$ cat src/rtl/mem_access_ctrl.sv
// Load/store access controller between the MEM pipeline stage and a single-cycle-ack bus.
// Latches one access, aligns store data to byte lanes, flags misalignment and bus timeouts.
module mem_access_ctrl #(
    parameter logic [2:0] SZ_WORD   = 3'd0,
    parameter logic [2:0] SZ_HALF   = 3'd1,
    parameter logic [2:0] SZ_BYTE   = 3'd2,
    parameter logic [2:0] SZ_WLEFT  = 3'd3,
    parameter logic [2:0] SZ_WRIGHT = 3'd4,
    parameter logic [2:0] SZ_HALFU  = 3'd5,
    parameter logic [2:0] SZ_BYTEU  = 3'd6,
    parameter int         TIMEOUT   = 16
) (
    input  logic        clk,
    input  logic        reset,
    input  logic        op_valid,
    input  logic        op_write,
    input  logic [2:0]  op_size,
    input  logic [31:0] addr,
    input  logic [31:0] wdata,
    output logic        stall,
    output logic        done,
    output logic [31:0] rdata,
    output logic [1:0]  bytesel,
    output logic        exc,
    output logic [1:0]  exc_code,
    output logic        mem_req,
    output logic        mem_we,
    output logic [31:0] mem_addr,
    output logic [3:0]  mem_be,
    output logic [31:0] mem_wdata,
    input  logic [31:0] mem_rdata,
    input  logic        mem_ack
);

    localparam int CW = $clog2(TIMEOUT + 1);
    localparam logic [CW-1:0] CNT_ZERO = CW'(0);
    localparam logic [CW-1:0] CNT_ONE  = CW'(1);
    localparam logic [CW-1:0] CNT_LAST = CW'(TIMEOUT - 1);

    typedef enum logic [1:0] {
        IDLE = 2'd0,
        REQ  = 2'd1,
        DONE = 2'd2,
        ERR  = 2'd3
    } state_t;

    state_t         state_r;
    state_t         state_next_s;
    logic [CW-1:0]  cnt_r;
    logic           accept_s;
    logic           misalign_s;
    logic           stall_s;
    logic [1:0]     code_next_s;

    logic           mem_req_r;
    logic           mem_we_r;
    logic [31:0]    mem_addr_r;
    logic [3:0]     mem_be_r;
    logic [31:0]    mem_wdata_r;
    logic [31:0]    rdata_r;
    logic [1:0]     bytesel_r;
    logic           done_r;
    logic           exc_r;
    logic [1:0]     exc_code_r;

    function automatic logic is_misaligned(input logic [2:0] size, input logic [1:0] a);
        logic mis;
        if (size == SZ_WORD) begin
            mis = (a != 2'b00);
        end else if ((size == SZ_HALF) || (size == SZ_HALFU)) begin
            mis = a[0];
        end else begin
            mis = 1'b0;
        end
        return mis;
    endfunction

    function automatic logic [3:0] lane_enables(input logic write, input logic [2:0] size,
                                                input logic [1:0] a);
        logic [3:0] be;
        if (!write) begin
            be = 4'b1111;
        end else if ((size == SZ_HALF) || (size == SZ_HALFU)) begin
            be = a[1] ? 4'b1100 : 4'b0011;
        end else if ((size == SZ_BYTE) || (size == SZ_BYTEU)) begin
            be = 4'b0001 << a;
        end else if (size == SZ_WLEFT) begin
            case (a)
                2'd0:    be = 4'b0001;
                2'd1:    be = 4'b0011;
                2'd2:    be = 4'b0111;
                default: be = 4'b1111;
            endcase
        end else if (size == SZ_WRIGHT) begin
            case (a)
                2'd0:    be = 4'b1111;
                2'd1:    be = 4'b1110;
                2'd2:    be = 4'b1100;
                default: be = 4'b1000;
            endcase
        end else begin
            be = 4'b1111;
        end
        return be;
    endfunction

    function automatic logic [31:0] lane_data(input logic [2:0] size, input logic [1:0] a,
                                              input logic [31:0] wd);
        logic [31:0] d;
        if ((size == SZ_HALF) || (size == SZ_HALFU)) begin
            d = wd << {a[1], 4'b0000};
        end else if ((size == SZ_BYTE) || (size == SZ_BYTEU) || (size == SZ_WRIGHT)) begin
            d = wd << {a, 3'b000};
        end else if (size == SZ_WLEFT) begin
            // swl places the most significant bytes of the register in the low lanes
            d = wd >> {~a, 3'b000};
        end else begin
            d = wd;
        end
        return d;
    endfunction

    assign accept_s   = (state_r == IDLE) && op_valid;
    assign misalign_s = is_misaligned(op_size, addr[1:0]);

    // State register
    always_ff @(posedge clk or negedge reset) begin
        if (!reset) begin
            state_r <= IDLE;
        end else begin
            state_r <= state_next_s;
        end
    end

    // Next-state logic; an accepted access always runs to DONE or ERR
    always_comb begin
        state_next_s = state_r;
        case (state_r)
            IDLE: begin
                if (op_valid) begin
                    state_next_s = misalign_s ? ERR : REQ;
                end else begin
                    state_next_s = IDLE;
                end
            end
            REQ: begin
                if (mem_ack) begin
                    state_next_s = DONE;
                end else if (cnt_r == CNT_LAST) begin
                    state_next_s = ERR;
                end else begin
                    state_next_s = REQ;
                end
            end
            DONE:    state_next_s = IDLE;
            ERR:     state_next_s = IDLE;
            default: state_next_s = IDLE;
        endcase
    end

    // Output decode: combinational stall and the exception code for the coming ERR cycle
    always_comb begin
        stall_s     = op_valid && ((state_r == IDLE) || (state_r == REQ));
        code_next_s = 2'b00;
        if (state_next_s == ERR) begin
            if (state_r == IDLE) begin
                code_next_s = op_write ? 2'b10 : 2'b01;
            end else begin
                code_next_s = 2'b11;
            end
        end else begin
            code_next_s = 2'b00;
        end
    end

    // Registered status outputs follow the next state so they line up with it
    always_ff @(posedge clk or negedge reset) begin
        if (!reset) begin
            mem_req_r  <= 1'b0;
            done_r     <= 1'b0;
            exc_r      <= 1'b0;
            exc_code_r <= 2'b00;
        end else begin
            mem_req_r  <= (state_next_s == REQ);
            done_r     <= (state_next_s == DONE);
            exc_r      <= (state_next_s == ERR);
            exc_code_r <= code_next_s;
        end
    end

    // Bus-side fields are computed once at acceptance and held stable for the request
    always_ff @(posedge clk or negedge reset) begin
        if (!reset) begin
            mem_we_r    <= 1'b0;
            mem_addr_r  <= 32'h0000_0000;
            mem_be_r    <= 4'b0000;
            mem_wdata_r <= 32'h0000_0000;
            bytesel_r   <= 2'b00;
        end else if (accept_s) begin
            mem_we_r    <= op_write;
            mem_addr_r  <= {addr[31:2], 2'b00};
            mem_be_r    <= lane_enables(op_write, op_size, addr[1:0]);
            mem_wdata_r <= lane_data(op_size, addr[1:0], wdata);
            bytesel_r   <= addr[1:0];
        end else begin
            mem_we_r    <= mem_we_r;
            mem_addr_r  <= mem_addr_r;
            mem_be_r    <= mem_be_r;
            mem_wdata_r <= mem_wdata_r;
            bytesel_r   <= bytesel_r;
        end
    end

    // Read data capture; acks outside REQ never reach rdata
    always_ff @(posedge clk or negedge reset) begin
        if (!reset) begin
            rdata_r <= 32'h0000_0000;
        end else if ((state_r == REQ) && mem_ack) begin
            rdata_r <= mem_rdata;
        end else begin
            rdata_r <= rdata_r;
        end
    end

    // Timeout counter: cleared at acceptance, counts REQ cycles without ack
    always_ff @(posedge clk or negedge reset) begin
        if (!reset) begin
            cnt_r <= CNT_ZERO;
        end else if (accept_s) begin
            cnt_r <= CNT_ZERO;
        end else if ((state_r == REQ) && !mem_ack) begin
            cnt_r <= cnt_r + CNT_ONE;
        end else begin
            cnt_r <= cnt_r;
        end
    end

    assign stall     = stall_s;
    assign done      = done_r;
    assign rdata     = rdata_r;
    assign bytesel   = bytesel_r;
    assign exc       = exc_r;
    assign exc_code  = exc_code_r;
    assign mem_req   = mem_req_r;
    assign mem_we    = mem_we_r;
    assign mem_addr  = mem_addr_r;
    assign mem_be    = mem_be_r;
    assign mem_wdata = mem_wdata_r;

endmodule

$ cat config.mk
export PLATFORM = sky130hd
export DESIGN_NAME = mem_access_ctrl
export DESIGN_NICKNAME = d
export VERILOG_FILES = /design/src/rtl/mem_access_ctrl.sv
export SDC_FILE = /design/constraint.sdc
export NUM_CORES = 1
export LEC_CHECK = 0
export ABC_AREA = 1
export BUFFER_PORTS_ARGS = -buffer_cell sky130_fd_sc_hd__buf_2
export CAP_MARGIN = 0
export CORE_UTILIZATION = 56
export CTS_BUF_LIST = sky130_fd_sc_hd__clkbuf_8
export CTS_CLUSTER_SIZE = 16
export DETAILED_ROUTE_END_ITERATION = 6
export PLACE_DENSITY = 0.84
export SLEW_MARGIN = 20
export SYNTH_ARGS = -nofsm -noshare
export SYNTH_HDL_FRONTEND = slang
export SYNTH_SLANG_ARGS = --single-unit
$ cat constraint.sdc
create_clock -name clk -period 2.9 [get_ports clk]
set_input_delay 0.145 -clock clk [delete_from_list [all_inputs] [get_ports clk]]
set_output_delay 0.145 -clock clk [all_outputs]
set_load 0.05 [all_outputs]
==> results of run 1 <==
==> final cells by class <==
| class | count | area (um^2) | area share |
|---|---|---|---|
| timing repair buffer | 286 | 1797 | 0.2148 |
| clock inverter | 13 | 172.7 | 0.02064 |
| multi-input combinational | 694 | 2918 | 0.3488 |
| tap | 140 | 175.2 | 0.02094 |
| inverter | 57 | 214.0 | 0.02558 |
| clock buffer | 19 | 261.5 | 0.03126 |
| sequential | 113 | 2828 | 0.3380 |
==> registers in the layout (all words and copies together), names as in the netlist <==
register,cells
mem_addr,30
mem_req,1
done,1
exc,1
mem_be,4
mem_wdata,32
exc_code,2
mem_we,1
rdata,32
cnt_r,5
bytesel,2
state_r,2
==> critical path, stage by stage, from the launching register on <==
cell and delay [ns]:
sky130_fd_sc_hd__dfrtp_1 0.41, sky130_fd_sc_hd__nor2_1 0.31, sky130_fd_sc_hd__inv_1 0.11, sky130_fd_sc_hd__nor2_2 0.09, sky130_fd_sc_hd__buf_4 0.34, sky130_fd_sc_hd__inv_2 0.32, sky130_fd_sc_hd__nand2_1 0.16, sky130_fd_sc_hd__nand2_1 0.11
==> kinds of logic after synthesis <==
kind of cell,count (synthesis),share of synthesized area
AOI/OAI and AO/OA,108,0.08825
xor gates and xnor gates,1,0.001414
adders and majority gates,2,0.004038
buffers and inverters,109,0.07371
DFF,113,0.4564
other,1,0.0006052
and+or+nand+nor,581,0.3756
==> stage by stage <==
stage | power, mW | instance area, um^2 | setup slack (ns) | instances | hold slack (ns)
global route | 9.701 | 8366 | 0.8296 | 1322 | 0.06410
floorplan | 6.229 | 6200 | 1.556 | 916 | -0.1506
detailed placement | 7.431 | 7291 | 0.9985 | 1226 | 0.2568
CTS | 9.151 | 8366 | 0.9781 | 1322 | 0.03646
finish | 9.234 | 8366 | 0.9141 | 1322 | 0.05452
global placement | 7.366 | 7291 | 1.068 | 1226 | 0.2601
==> Yosys cell counts <==
cell type,instances,area [um^2]
sky130_fd_sc_hd__a21oi_1,73,365.4
sky130_fd_sc_hd__a31oi_1,1,6.260
sky130_fd_sc_hd__buf_1,2,7.510
sky130_fd_sc_hd__buf_2,29,145.1
sky130_fd_sc_hd__buf_4,3,22.52
sky130_fd_sc_hd__clkbuf_1,18,67.56
sky130_fd_sc_hd__conb_1,1,3.750
sky130_fd_sc_hd__dfrtp_1,113,2828
sky130_fd_sc_hd__ha_1,2,25.02
sky130_fd_sc_hd__inv_1,50,187.7
sky130_fd_sc_hd__inv_2,7,26.28
sky130_fd_sc_hd__nand2_1,420,1577
sky130_fd_sc_hd__nand3_1,84,420.4
sky130_fd_sc_hd__nand3_2,1,10.01
sky130_fd_sc_hd__nor2_1,65,244.0
sky130_fd_sc_hd__nor2_2,2,12.51
sky130_fd_sc_hd__nor2_4,3,33.78
sky130_fd_sc_hd__nor3_1,6,30.03
sky130_fd_sc_hd__o21ai_0,27,135.1
sky130_fd_sc_hd__o21ai_1,5,25.02
sky130_fd_sc_hd__o21ai_2,1,8.760
sky130_fd_sc_hd__o22ai_1,1,6.260
sky130_fd_sc_hd__xor2_1,1,8.760
==> how the worst max path moves through the flow <==
stage	to	cells past startpoint	slack, ns	from
finish	rdata[2]	7	0.91	state_r[1]
global route	mem_be[2]	6	0.83	state_r[1]
CTS	mem_wdata[14]	6	0.98	state_r[1]
detailed placement	mem_wdata[14]	8	1.0	addr[1]
global placement	mem_wdata[21]	7	1.07	addr[1]
floorplan	rdata[0]	7	1.56	state_r[1]
==> metal layers <==
layer	share of wire	up-vias	GRT usage	routed length, um
met2	0.47	420	0.5687	9432
met1	0.39	3161	0.4564	7933
li1	-	3384	-	-
met5	0	-	0	0
met4	0.037	0	0.1585	751
met3	0.10	75	0.09483	2082
==> power by group through the flow <==
stage	clock (mW)	sequential (mW)	combinational, mW
after global placement	0	2.67	4.69
after global routing	1.74	2.79	5.18
after CTS	1.64	2.68	4.83
after floorplan	0	5.13	1.10
final	1.64	2.71	4.88
after detailed placement	0	2.67	4.76
==> timing repair <==
action / in CTS / in global routing
setup buffers: 0 / 0
hold buffers: 64 / 0
endpoints found under the hold margin: 118 / 0
setup endpoints to repair: 0 / 0
==> metrics.sh, run 1 <==
POWER_DENSITY_nW_PER_UM2=1104
RRSETUPSLACK_NS=0.91
POST_DR_VIAS_CELL=5.325
STATUS='complete, no violations'
TIMING.MAX_SLEW.REL_SLACK=0.4847
HP-START='mem_ack'
P_LEAK_nW=4.675
CTS.SINKS=113
CTS_REPAIR_RESIZE_COUNT=0
HOLD_VIOL_FINAL=0
REGTOREGSTARTPOINT='state_r[1]'
FINAL.PERIOD_UTILIZATION=0.6848
POWER.SHARE.CLOCK=0.177
HOLDPATHSTAGES=3
CRITICAL_PATH_ARRIVAL_NS=2.30
GPL.FINAL_WEIGHTED_CONGESTION=0.9162
TIMING.MAX_CAP.VIOLATIONS=0
DRT-WIRELENGTH-PER-CELL_UM=15.28
SYNTH_SEQ_CELLS=113
STARTPOINT_TYPE='flop'
HTREEDEPTH=4
FINAL.FILL_COUNT=786
DETAILROUTE.VIA_COUNT=7040
ROOT_BUFFER='sky130_fd_sc_hd__clkbuf_8'
FIN_TNS_SETUP_NS=0
UNREPAIRED_SETUP_ENDPOINTS_AFTER_GLOBAL_ROUTING='false'
AREA_OF_THE_DIE_UM2=11490
WORST-SETUP-PATH-TYPE='flop to flop'
DETAIL_ROUTE.DRC_VIOLATIONS=0
TIGHTESTPINTRANSITION_NS=0.7729
BUFFER_PORTS.INSERTED=210
REG2REG_DEPTH=7
SWSHARE=0.5390
POST_LAYOUT_NETS=1275
N_ANTENNA_CELL=0
WORSTHOLDPATHTYPE='input port to flop'
FINALMAXSLEWVIOLATIONS=0
GLOBALROUTEOVERFLOWTOTAL=0
LAYOUT.CELLS.MOST_COMMON_LIST='sky130_fd_sc_hd__nand2_1 (419), sky130_fd_sc_hd__buf_2 (209), sky130_fd_sc_hd__dfrtp_1 (113), sky130_fd_sc_hd__nand3_1 (84), sky130_fd_sc_hd__a21oi_1 (73)'
SYNTH_WARNINGS=0
GRT_PASS1_WL_UM=31610
PLACEMENTROWS=38
GRT_PASS1_VIAS=6562
DIE_X_UM=107.2
SYNTH.YOSYS.SEQ_AREA_SHARE=0.4564
ANTENNA_FOUND_INITIAL=0
FLOORPLAN.INITIALDENSITY=0.5741
MAX_FREQ_GHz=0.5036
IO_PINS=213
ANTENNA_LEFT=0
CLKSLEWWORSTSETUPHOLDPATHS_NS=0.09
GRT_USAGE=0.3569
CLOCK_SKEW_NS=0.01122
PERIOD_MINUS_SLACK_NS=1.986
MIN_TO='state_r[1]'
END_KIND='flop'
DETAIL_ROUTE.FIRST_PASS.ITERATIONS=6
CLOCK_TREE.BUFFER_DEPTH=2
CTS_BUFFERS=17
REG_TO_REG_CRITICAL_PATH_ENDPOINT='rdata[2]'
NUMBER_OF_DISTINCT_LIBRARY_CELLS_AFTER_SYNTHESIS=23
P_COMB_FRAC=0.529
MAX-VDD-IR-DROP_V=0.0009707
MAPPEDNETLISTAREA_UM2=6196
GRT_START_MAX_NET_PINS=59
CLKLATENCYLATEPIN_NS=0.44
FINALSETUPVIOLCOUNT=0
SYN_AREA_PER_CELL_UM2=6.772
FINAL_UTIL=0.7751
COREAREA_UM2=10790
SYNTH_CELLS=915
FIRST_ITER_VIOLATIONS=762
FINAL_LAYOUT_SIZE_SUFFIX_GT1_FRAC=0.2276
LAYOUT-AREA-OVERHEAD-VS-SYNTH_PCT=35.02
CRIT_PATH_MAX_FANOUT=34
POWER_SWITCHING_mW=4.977
INTERNAL_POWER_mW=4.257
SHARE_SEQ_OF_TOTAL_POWER=0.294
MOSTFREQUENTLAYOUTCELL='sky130_fd_sc_hd__nand2_1'
WIRELENGTH_UM=20200
DIE_HEIGHT_UM=107.2
PLACE_HPWL_UM=11900
TRITONCTS_CLOCK_TREE='yes'
CP_DATA_REQUIRED_TIME_NS=3.21
Power figures use the tool's default switching activity.
==> inputs of run 2 (changes only) <==
--- a/config.mk
+++ b/config.mk
@@ -5,14 +5,14 @@
 export SDC_FILE = /design/constraint.sdc
 export NUM_CORES = 1
 export LEC_CHECK = 0
-export ABC_AREA = 1
+export ABC_AREA = 0
 export BUFFER_PORTS_ARGS = -buffer_cell sky130_fd_sc_hd__buf_2
 export CAP_MARGIN = 0
-export CORE_UTILIZATION = 56
+export CORE_UTILIZATION = 52
 export CTS_BUF_LIST = sky130_fd_sc_hd__clkbuf_8
 export CTS_CLUSTER_SIZE = 16
 export DETAILED_ROUTE_END_ITERATION = 6
-export PLACE_DENSITY = 0.84
+export PLACE_DENSITY = 0.79
 export SLEW_MARGIN = 20
 export SYNTH_ARGS = -nofsm -noshare
 export SYNTH_HDL_FRONTEND = slang
==> constraint.sdc (replaced) <==
create_clock -name clk -period 2 [get_ports clk]
set_input_delay 0.1 -clock clk [delete_from_list [all_inputs] [get_ports clk]]
set_output_delay 0.1 -clock clk [all_outputs]
set_load 0.05 [all_outputs]
==> metrics.sh, run 2 <==
CLOCK_SKEW_NS=0.008111
TRITONCTS_CLOCK_TREE='yes'
END_KIND='flop'
N_ANTENNA_CELL=0
ANTENNA_LEFT=0
SYNTH_MOST_COMMON_CELL='sky130_fd_sc_hd__nand2_1'
DETAILROUTE.VIA_COUNT=6241
BUFFER_PORTS.INSERTED=210
P_LEAK_nW=4.202
STATUS='complete, no violations'
WORSTHOLDPATHTYPE='input port to flop'
POST_LAYOUT_NETS=1025
IO_PINS=213
MAX_FREQ_GHz=0.5326
CTS_BUFFERS=17
DETAIL_ROUTE.DRC_VIOLATIONS=0
POST-ROUTE-WORST-SETUP-SLACK_NS=0.1226
AREA_OF_THE_DIE_UM2=12140
POST_CTS.REPAIR.SETUP_BUFFERS=0
POST_SYNTH_TOP_AREA_SHARE=0.4645
ROOT_BUFFER='sky130_fd_sc_hd__clkbuf_8'
CTS.SINKS=113
POST_DR_VIAS_CELL=5.806
CLOCK_TREE.BUFFER_DEPTH=2
COREAREA_UM2=11420
CP.BUFFERS_INVERTERS=0
PERIOD_MINUS_SLACK_NS=1.877
TIMING.CRITICAL_PATH.CELLS='or3b_4, nor2_4, o211ai_1, o21ai_0'
FIN_TNS_SETUP_NS=0
YOSYSTOPAREACELL='sky130_fd_sc_hd__dfrtp_1'
SYN_AREA_PER_CELL_UM2=9.724
CRIT_FAMILY='simple AND/OR/NAND/NOR gates'
DIE_X_UM=110.2
DRT-WIRELENGTH-PER-CELL_UM=19.13
GLOBALROUTEOVERFLOWTOTAL=0
WIRELENGTH_UM=20560
MOSTFREQUENTLAYOUTCELL='sky130_fd_sc_hd__buf_2'
SYNTH_ENABLE_FLOP_CELLS=0
CRITICAL_PATH_ARRIVAL_NS=2.22
ANTENNA_FOUND_INITIAL=0
TIMING.MAX_CAP.VIOLATIONS=0
HOLD_VIOL_FINAL=0
MAX-VDD-IR-DROP_V=0.001463
REGTOREGSTARTPOINT='state_r[1]'
CLKSLEWWORSTSETUPHOLDPATHS_NS=0.07
ASYNC_FLOP_SHARE=1.000
HTREEDEPTH=4
GRT_PASS1_VIAS=6070
SYNTH.AREA.TOP_CELLS='sky130_fd_sc_hd__dfrtp_1 (46%), sky130_fd_sc_hd__mux2_2 (7.6%), sky130_fd_sc_hd__nand2_1 (7.0%)'
WORST_SETUP_PATH_STARTPOINT='state_r[1]'
SYNTHTOPCELLSBYCOUNT='sky130_fd_sc_hd__nand2_1 (114), sky130_fd_sc_hd__dfrtp_1 (113), sky130_fd_sc_hd__o21ai_0 (46)'
FIRST_ITER_VIOLATIONS=575
UNREPAIRED_SETUP_ENDPOINTS_AFTER_GLOBAL_ROUTING='false'
NUMBER_OF_DISTINCT_LIBRARY_CELLS_AFTER_SYNTHESIS=59
REG2REG_DEPTH=4
FLOORPLAN.INITIALDENSITY=0.5331
TIMING.MAX_SLEW.REL_SLACK=0.3708
GRT_START_MAX_NET_PINS=46
DIE_HEIGHT_UM=110.2
SYNTH_SEQ_CELLS=113
SYNTH_WARNINGS=0
PLACE_HPWL_UM=12980
CP_DATA_REQUIRED_TIME_NS=2.34
CLKLATENCYLATEPIN_NS=0.43
FINAL.PERIOD_UTILIZATION=0.9387
FINALMAXSLEWVIOLATIONS=0
DETAIL_ROUTE.FIRST_PASS.ITERATIONS=5
GPL.FINAL_WEIGHTED_CONGESTION=0.9115
WORST-SETUP-PATH-TYPE='flop to flop'
STARTPOINT_TYPE='flop'
WORSTSETUPPATHDEPTH=4
SYNTH-MAIN-FF-CELL='sky130_fd_sc_hd__dfrtp_1'
PLACEMENTROWS=39
REG_TO_REG_CRITICAL_PATH_ENDPOINT='mem_wdata[12]'
PLACE_WORST_SETUP_SLACK_NS=0.1429
MAPPEDNETLISTAREA_UM2=6087
LAYOUT-AREA-OVERHEAD-VS-SYNTH_PCT=40.45
TIGHTESTPINTRANSITION_NS=0.9419
FINAL.FILL_COUNT=800
POWER_DENSITY_nW_PER_UM2=1557
CRIT_SLOWEST_CELL='sky130_fd_sc_hd__or3b_4'
CRIT_END='mem_wdata[12]'
FINAL_LAYOUT_SIZE_SUFFIX_GT1_FRAC=0.3519
SYNTH.YOSYS.SEQ_AREA_SHARE=0.4645
FINALSETUPVIOLCOUNT=0
CRIT_PATH_MAX_FANOUT=23
SYNTH_CELLS=626
CRITICAL_PATH.MAX_STAGE_DELAY_NS=0.57
GRT_USAGE=0.3370
P_TOTAL_mW=13.31
GRT_PASS1_WL_UM=30600
LAYOUT.CELLS.MOST_COMMON_LIST='sky130_fd_sc_hd__buf_2 (209), sky130_fd_sc_hd__nand2_1 (114), sky130_fd_sc_hd__dfrtp_1 (113), sky130_fd_sc_hd__dlygate4sd3_1 (85), sky130_fd_sc_hd__o21ai_0 (46)'
RRSETUPSLACK_NS=0.12
==> run 2: cell types whose count changed after synthesis, moves of 10 or more <==
cell | previous run | this run
sky130_fd_sc_hd__nand2b_1 | 0 | 14
sky130_fd_sc_hd__o22ai_1 | 1 | 13
sky130_fd_sc_hd__nand2_1 | 420 | 114
sky130_fd_sc_hd__mux2_2 | 0 | 41
sky130_fd_sc_hd__nand3_1 | 84 | 2
sky130_fd_sc_hd__nor2_1 | 65 | 39
sky130_fd_sc_hd__a21boi_0 | 0 | 10
sky130_fd_sc_hd__mux2i_1 | 0 | 16
sky130_fd_sc_hd__inv_1 | 50 | 18
sky130_fd_sc_hd__a22oi_1 | 0 | 16
sky130_fd_sc_hd__a21oi_1 | 73 | 18
sky130_fd_sc_hd__o21ai_0 | 27 | 46
==> run 2: how the worst min path moves through the flow <==
stage                        start           end  slack (ns)  depth (start not counted)
after floorplan              reset    bytesel[0]       -0.20                          0
after global placement       reset     rdata[23]       -0.02                          1
after detailed placement     reset     rdata[23]       -0.01                          1
after CTS                 wdata[1]  mem_wdata[1]       0.008                          3
after global routing      wdata[1]  mem_wdata[1]        0.05                          3
final                     wdata[1]  mem_wdata[1]        0.03                          3
==> run 2: cells by family (layout without fill, tap and decap cells) <==
group | count (synthesis) | count (layout) | share of synthesized area
compound gates | 168 | 168 | 0.1873
mux | 65 | 65 | 0.1330
xor+xnor | 3 | 3 | 0.004317
buf+inv | 71 | 376 | 0.05940
fa+ha+maj | 2 | 2 | 0.004110
other cells | 1 | 2 | 0.0006161
simple gates | 203 | 203 | 0.1468
flops | 113 | 113 | 0.4645
==> run 2: per-layer routing <==
metal / track usage / up-vias / wire (um)
met4: 0.1551 / 0 / 685
met5: 0 / - / 0
met3: 0.08877 / 70 / 1786
li1: - / 2813 / -
met1: 0.4083 / 3020 / 7919
met2: 0.5629 / 338 / 10170
==> run 2: metrics by stage <==
stage / std cells / utilization / area, um^2 / hold WS (ns)
finish: 1075 / 0.7487 / 8549 / 0.02615
global route: 1075 / 0.7487 / 8549 / 0.04654
CTS: 1075 / 0.7487 / 8549 / 0.007628
detailed placement: 958 / 0.6416 / 7326 / -0.01099
global placement: 958 / 0.6416 / 7326 / -0.02257
floorplan: 627 / - / 6091 / -0.1956
==> run 2: what timing repair did <==
action | in CTS | in global routing
hold buffers | 85 | 0
endpoints found under the hold margin | 200 | 0
gates resized for setup | 0 | 0
==> run 2: tightest hold or removal path: cells and delay by family <==
family          cells  cell delay [ns]
compound gates      2             0.19
buf+inv             1             0.13
==> run 2: power by group <==
| part | switching, mW | total, mW | internal [mW] | leakage, nW |
|---|---|---|---|---|
| registers | 0.649 | 3.98 | 3.33 | 1.39 |
| logic | 5.45 | 7.31 | 1.86 | 2.63 |
| clock network | 0.977 | 2.02 | 1.04 | 0.184 |
==> run 2: layout make-up <==
class                   instances  area, um^2  area share
clock buffers                  19       261.5     0.03059
multi-input cells             443        2907      0.3400
repair buffers                325        2192      0.2564
flip-flops and latches        113        2828      0.3307
inverters                      19       71.32    0.008342
clock inverters                13       111.4     0.01303
well taps                     143       178.9     0.02093
